--- src/rtl/nios_cpu_nios2_qsys_0_oci_dct_packer_pkg.sv ---
// Shared OCI trace constants: direct-control-transfer code values, accumulator geometry,
// and the frame slot state encoding used by the DCT packer.
package nios_cpu_nios2_qsys_0_oci_dct_packer_pkg;

  localparam int DCT_CODE_W = 2;
  localparam int DCT_DEPTH  = 15;
  localparam int DCT_BUF_W  = DCT_CODE_W * DCT_DEPTH;
  localparam int DCT_CNT_W  = 4;

  typedef logic [DCT_CODE_W-1:0] dct_code_t;

  localparam dct_code_t DCT_ILLEGAL   = 2'b00;
  localparam dct_code_t DCT_NOT_TAKEN = 2'b01;
  localparam dct_code_t DCT_TAKEN     = 2'b10;
  localparam dct_code_t DCT_CALL      = 2'b11;

  typedef enum logic {
    SLOT_EMPTY = 1'b0,
    SLOT_FULL  = 1'b1
  } slot_state_t;

endpackage

--- src/rtl/nios_cpu_nios2_qsys_0_oci_dct_packer_if.sv ---
// Frame output handshake toward the downstream trace FIFO: the packer is master,
// the FIFO (or bench) is slave and returns out_ready.
interface nios_cpu_nios2_qsys_0_oci_dct_packer_if;
  import nios_cpu_nios2_qsys_0_oci_dct_packer_pkg::*;

  logic                 frame_valid;
  logic [DCT_BUF_W-1:0] frame_buffer;
  logic [DCT_CNT_W-1:0] frame_count;
  logic                 out_ready;

  modport master (output frame_valid, output frame_buffer, output frame_count, input out_ready);
  modport slave  (input frame_valid, input frame_buffer, input frame_count, output out_ready);

endinterface

--- src/rtl/nios_cpu_nios2_qsys_0_oci_dct_frame_slot.sv ---
// Single-entry frame slot: frame visible 1 clk after emit; a new frame arriving while
// the slot is full and out_ready is low is dropped and counted (old frame kept).
module nios_cpu_nios2_qsys_0_oci_dct_frame_slot
  import nios_cpu_nios2_qsys_0_oci_dct_packer_pkg::*;
#(
  parameter int DROP_CNT_W = 8
) (
  input  logic                  clk,
  input  logic                  reset_n,
  input  logic                  emit,
  input  logic [DCT_BUF_W-1:0]  cand_buffer,
  input  logic [DCT_CNT_W-1:0]  cand_count,
  input  logic                  out_ready,
  output logic                  frame_valid,
  output logic [DCT_BUF_W-1:0]  frame_buffer,
  output logic [DCT_CNT_W-1:0]  frame_count,
  output logic                  overflow,
  output logic [DROP_CNT_W-1:0] drop_cnt
);

  slot_state_t state_q, state_d;
  logic        load;
  logic        drop;

  always_ff @(posedge clk or negedge reset_n) begin
    if (!reset_n) state_q <= SLOT_EMPTY;
    else          state_q <= state_d;
  end

  always_comb begin
    state_d = state_q;
    case (state_q)
      SLOT_EMPTY: if (emit) state_d = SLOT_FULL;
      SLOT_FULL:  if (out_ready && !emit) state_d = SLOT_EMPTY;
      default:    state_d = SLOT_EMPTY;
    endcase
  end

  // A full slot only takes a new frame in the same cycle the old one is consumed.
  always_comb begin
    frame_valid = (state_q == SLOT_FULL);
    load        = emit && ((state_q == SLOT_EMPTY) || out_ready);
    drop        = emit && (state_q == SLOT_FULL) && !out_ready;
  end

  always_ff @(posedge clk or negedge reset_n) begin
    if (!reset_n) begin
      frame_buffer <= '0;
      frame_count  <= '0;
      overflow     <= 1'b0;
      drop_cnt     <= '0;
    end else begin
      if (load) begin
        frame_buffer <= cand_buffer;
        frame_count  <= cand_count;
      end
      if (drop) begin
        overflow <= 1'b1;
        if (drop_cnt != '1) drop_cnt <= drop_cnt + DROP_CNT_W'(1);
      end
    end
  end

endmodule

--- src/rtl/nios_cpu_nios2_qsys_0_oci_dct_packer.sv ---
// Packs 2-bit direct-control-transfer codes into 15-entry trace frames; frame 1 clk after
// the closing code/flush. Backpressure: one-frame slot, overflowing frames dropped and counted.
module nios_cpu_nios2_qsys_0_oci_dct_packer
  import nios_cpu_nios2_qsys_0_oci_dct_packer_pkg::*;
#(
  parameter int DROP_CNT_W = 8
) (
  input  logic                  clk,
  input  logic                  reset_n,
  input  logic                  trc_on,
  input  logic                  dct_valid,
  input  logic [DCT_CODE_W-1:0] dct_code,
  input  logic                  flush,
  output logic [DCT_BUF_W-1:0]  dct_buffer,
  output logic [DCT_CNT_W-1:0]  dct_count,
  output logic                  overflow,
  output logic [DROP_CNT_W-1:0] drop_cnt,
  nios_cpu_nios2_qsys_0_oci_dct_packer_if.master frm
);

  logic                 trc_prev;
  logic                 trc_fall;
  logic                 do_insert;
  logic                 do_emit;
  logic [DCT_BUF_W-1:0] post_buf;
  logic [DCT_CNT_W-1:0] post_cnt;

  // Trace switching off closes the partial frame; trc_on is already low, so no insert.
  always_comb begin
    trc_fall  = trc_prev && !trc_on;
    do_insert = trc_on && dct_valid && (dct_code != DCT_ILLEGAL);
    post_buf  = dct_buffer;
    post_cnt  = dct_count;
    if (do_insert) begin
      post_buf = {dct_buffer[DCT_BUF_W-DCT_CODE_W-1:0], dct_code};
      post_cnt = dct_count + DCT_CNT_W'(1);
    end
    do_emit = (post_cnt == DCT_CNT_W'(DCT_DEPTH)) ||
              ((flush || trc_fall) && (post_cnt != '0));
  end

  always_ff @(posedge clk or negedge reset_n) begin
    if (!reset_n) begin
      trc_prev   <= 1'b0;
      dct_buffer <= '0;
      dct_count  <= '0;
    end else begin
      trc_prev <= trc_on;
      if (do_emit) begin
        dct_buffer <= '0;
        dct_count  <= '0;
      end else begin
        dct_buffer <= post_buf;
        dct_count  <= post_cnt;
      end
    end
  end

  nios_cpu_nios2_qsys_0_oci_dct_frame_slot #(
    .DROP_CNT_W (DROP_CNT_W)
  ) u_frame_slot (
    .clk          (clk),
    .reset_n      (reset_n),
    .emit         (do_emit),
    .cand_buffer  (post_buf),
    .cand_count   (post_cnt),
    .out_ready    (frm.out_ready),
    .frame_valid  (frm.frame_valid),
    .frame_buffer (frm.frame_buffer),
    .frame_count  (frm.frame_count),
    .overflow     (overflow),
    .drop_cnt     (drop_cnt)
  );

endmodule

--- src/flat_wrapper.sv ---
// flat-port wrapper written by rule: the top's interface ports become plain ports
module nios_cpu_nios2_qsys_0_oci_dct_packer_flat import nios_cpu_nios2_qsys_0_oci_dct_packer_pkg::*;
#(
  parameter int DROP_CNT_W = 8
)
  (clk, reset_n, trc_on, dct_valid, dct_code, flush, dct_buffer, dct_count, overflow, drop_cnt, frm_frame_valid, frm_frame_buffer, frm_frame_count, frm_out_ready);
  nios_cpu_nios2_qsys_0_oci_dct_packer_if frm_i ();
  input  logic clk;
  input  logic reset_n;
  input  logic trc_on;
  input  logic dct_valid;
  input  logic [DCT_CODE_W-1:0] dct_code;
  input  logic flush;
  output logic [DCT_BUF_W-1:0] dct_buffer;
  output logic [DCT_CNT_W-1:0] dct_count;
  output logic overflow;
  output logic [DROP_CNT_W-1:0] drop_cnt;
  output wire logic [$bits(frm_i.frame_valid)-1:0] frm_frame_valid;
  output wire logic [$bits(frm_i.frame_buffer)-1:0] frm_frame_buffer;
  output wire logic [$bits(frm_i.frame_count)-1:0] frm_frame_count;
  input wire logic [$bits(frm_i.out_ready)-1:0] frm_out_ready;
  assign frm_frame_valid = frm_i.frame_valid;
  assign frm_frame_buffer = frm_i.frame_buffer;
  assign frm_frame_count = frm_i.frame_count;
  assign frm_i.out_ready = frm_out_ready;
  nios_cpu_nios2_qsys_0_oci_dct_packer #(.DROP_CNT_W(DROP_CNT_W)) u_core (.clk(clk), .reset_n(reset_n), .trc_on(trc_on), .dct_valid(dct_valid), .dct_code(dct_code), .flush(flush), .dct_buffer(dct_buffer), .dct_count(dct_count), .overflow(overflow), .drop_cnt(drop_cnt), .frm(frm_i));
endmodule
--- config.mk ---
export PLATFORM = sky130hd
export DESIGN_NAME = nios_cpu_nios2_qsys_0_oci_dct_packer_flat
export DESIGN_NICKNAME = d
export VERILOG_FILES = /design/src/rtl/nios_cpu_nios2_qsys_0_oci_dct_packer_pkg.sv /design/src/rtl/nios_cpu_nios2_qsys_0_oci_dct_packer_if.sv /design/src/rtl/nios_cpu_nios2_qsys_0_oci_dct_frame_slot.sv /design/src/rtl/nios_cpu_nios2_qsys_0_oci_dct_packer.sv /design/src/flat_wrapper.sv
export SDC_FILE = /design/constraint.sdc
export NUM_CORES = 1
export LEC_CHECK = 0
export ABC_CLOCK_PERIOD_IN_PS = 3400
export CORE_ASPECT_RATIO = 0.9
export CORE_MARGIN = 5
export CORE_UTILIZATION = 40
export DETAILED_ROUTE_END_ITERATION = 10
export PLACE_DENSITY = 0.78
export SYNTH_ARGS = -nofsm -noshare
export SYNTH_HDL_FRONTEND = slang
export SYNTH_HIERARCHICAL = 1
export SYNTH_SLANG_ARGS = --single-unit
--- constraint.sdc ---
create_clock -name clk -period 3.4 [get_ports clk]
set_input_delay 1.02 -clock clk [delete_from_list [all_inputs] [get_ports clk]]
set_output_delay 1.02 -clock clk [all_outputs]
set_load 0.005 [all_outputs]
==> impl_metrics.tcl <==
set metrics [dict create \
    synth-edff-count 0 \
    yosys.area_share.simple 0.255 \
    clock-sinks 79 \
    rsz0062_at_grt "false" \
    comb_power_share 0.306 \
    grt_max_degree 80 \
    cts_root_buf "clkbuf_8" \
    htree_num_levels 3 \
    yosys_warnings 6 \
    leakagePower_uw 0.00229 \
    first_global_vias 2769 \
    min_from "u_core/u_frame_slot/overflow" \
    end_kind "flip-flop" \
    routed_wl_um 8540 \
    wl_per_cell_um 15.8 \
    regArea_um2 1980 \
    synth_seq_cells 79 \
    drt_pass1_iterations 4 \
    antenna_found_initial 0 \
    hpwl_um 5840 \
    drv_cap 0 \
    postRouteAntennaNets 0 \
    synthAdderAreaFrac 0.00656 \
    tightestPinTransition_ns 0.976 \
    synthCells 319 \
    setup_viol 0 \
    reg2reg_to "u_core/u_frame_slot/drop_cnt[1]" \
    ys_seq_area_frac 0.518 \
    synth_mux_area_frac 0.118 \
    hold_violations 0 \
    r2r_slack_ns 0.75 \
    worstSkewPairLatency_ns 0.33 \
    maxSlewViolCount 0 \
    yosysUniqueCellTypes 45 \
    final_core_util 0.543 \
    relSlewSlack 0.349 \
    power_uw 2590 \
    antenna_cells 0 \
    syn_avg_cell_area_um2 12.0 \
    ys.flop_type "dfrtp_1" \
    core_area_um2 9210 \
    switchingPower_uw 820 \
    io_buffers 85 \
    switching_share 0.317 \
    drt-initial-drc-count 120 \
    die_y_um 103 \
    fin_worst_skew_ns 0.00744 \
    min_to "u_core/u_frame_slot/overflow" \
    max_freq_mhz 322 \
    vdd_drop_max_mv 0.336 \
    synth_top_family_by_area "simple AND/OR/NAND/NOR gates" \
    gr-total-overflow 0 \
    crit_fanout 8 \
    outcome "finished, final reports clean" \
    drive_gt1_frac 0.263 \
    required_ns 3.63 \
    dr_total_vias 2712 \
    netlist_area_um2 3810 \
    synth_compound_area_frac 0.0433 \
    multi_input_area_um2 1690 \
    gr-usage-all-layers 0.153 \
    vias_per_cell 5.02 \
    async_flop_share 1.00 \
    fin_crit_ns 3.11 \
    min_path_cells 1 \
    critical_path_class "in2reg" \
    die_w_um 113 \
    cts.clk_slew.worst_paths_ns 0.08 \
    r2r_start "u_core/dct_count[0]" \
    start_util 0.414 \
    grt_pass1_wl_um 14100 \
    syn_nets 329 \
    hold_class "reg2reg" \
    cp-start-kind "input pin" \
    power_density_nw_per_um2 517 \
    drc 0 \
    rows 33 \
    cts-hold-fix-buffers 0 \
    fin_nets 424 \
    worstPathArrival_ns 3.34 \
    postCtsSetupRepairBufs 0 \
    place_congestion 0.822 \
    num_io_pins 86 \
    sequentialPowerShare 0.441 \
    cts_resized 0 \
    cts_tree "yes" \
    fillers 786 \
    clk_path_buf_depth 2 \
    internal_power_uw 1770 \
    syn2layout_area_growth_pct 31.2 \
    post-route-period-util 0.915 \
    power_frac_clock 0.253 \
    cts_made_buffers 9 \
    die-area_um2 11600 \
    synth_xor_area_frac 0.0138 \
    r2r_cells 8 \
]
## flip-flops by register name (all words and copies together) (netlist names)
register                          cells
u_core/u_frame_slot/frame_count       4
u_core/u_frame_slot/frame_valid       1
u_core/dct_buffer                    30
u_core/dct_count                      4
u_core/u_frame_slot/frame_buffer     30
u_core/trc_prev                       1
u_core/u_frame_slot/overflow          1
u_core/u_frame_slot/drop_cnt          8
## synth_stat cells, drive strengths merged, types with 4 or more instances
cell    n  area [µm²]
buf    17         154
o21ai   4        20.0
nor4b  29         419
nor3    5        30.0
mux2   39         439
nand2  92         348
dfrtp  79        1980
nand3   6        30.0
## worst max path at each step
stage,start,endpoint
floorplan,dct_code[1],u_core/u_frame_slot/drop_cnt[1]
global placement,trc_on,u_core/u_frame_slot/drop_cnt[7]
detailed placement,trc_on,u_core/u_frame_slot/frame_buffer[6]
CTS,dct_code[1],u_core/u_frame_slot/drop_cnt[1]
global route,dct_code[1],u_core/u_frame_slot/frame_buffer[6]
finish,dct_code[1],u_core/u_frame_slot/drop_cnt[1]
## worst max-delay path, stage by stage
cell and delay [ns]:
clkdlybuf4s50_1 0.44, o211a_4 0.31, o32ai_2 0.31, a31oi_4 0.05, or3_1 0.49, and3b_1 0.25, o31ai_2 0.09, mux2_2 0.37
## placed cells by master, fill, tap and decap left out, types with 2 or more instances in the layout
cell,count
mux2_2,39
nor2_1,2
nor4b_1,4
nor4_1,3
a31oi_1,2
nand2_1,91
nor4b_2,24
nor3_1,4
buf_4,18
clkdlybuf4s50_1,84
nand2b_1,2
inv_1,3
and2_1,2
dfrtp_1,79
ha_1,2
clkbuf_8,9
xnor2_1,3
clkinv_2,4
a21oi_1,2
xor2_1,3
nand3_1,6
or3_1,2
o21ai_0,4
## per-layer routing
layer	track usage	wire (µm)	vias up
li1	-	-	1303
met1	0.205	3850	1308
met2	0.247	4100	90
met3	0.0340	466	11
met4	0.0555	120	0
met5	0	0	-
## final cells by class
type | count | area share
Sequential cell | 79 | 0.395
Multi-Input combinational cell | 218 | 0.338
Timing Repair Buffer | 103 | 0.199
Tap cell | 122 | 0.0305
Clock buffer | 10 | 0.0255
Clock inverter | 5 | 0.0100
Inverter | 3 | 0.00225
## power by group through the flow
stage | clock, µW | combinational, µW | sequential, µW
2_1_floorplan | 0 | 467 | 1140
3_3_place_gp | 0 | 782 | 1160
3_5_place_dp | 0 | 795 | 1160
4_1_cts | 677 | 801 | 1140
5_1_grt | 718 | 863 | 1150
6_report | 655 | 791 | 1140
## kinds of logic (layout without fill, tap and decap cells)
family / Yosys count / count (layout)
compound gates: 17 / 17
xor+xnor: 6 / 6
mux: 40 / 40
flops: 79 / 79
simple gates: 153 / 153
buf+inv: 22 / 121
fa+ha+maj: 2 / 2
## through the flow
step	std cells	TNS [ns]	cell area (µm²)	worst slack [ns]	hold WS (ns)
global placement	525	0	4830	0.00893	0.484
global route	540	0	5000	0.228	0.514
finish	540	0	5000	0.290	0.494
detailed placement	525	-1.16	4830	-0.0526	0.482
floorplan	319	0	3810	0.471	0.465
CTS	540	0	5000	0.311	0.499
No activity file was read; power rests on OpenSTA's default activity.
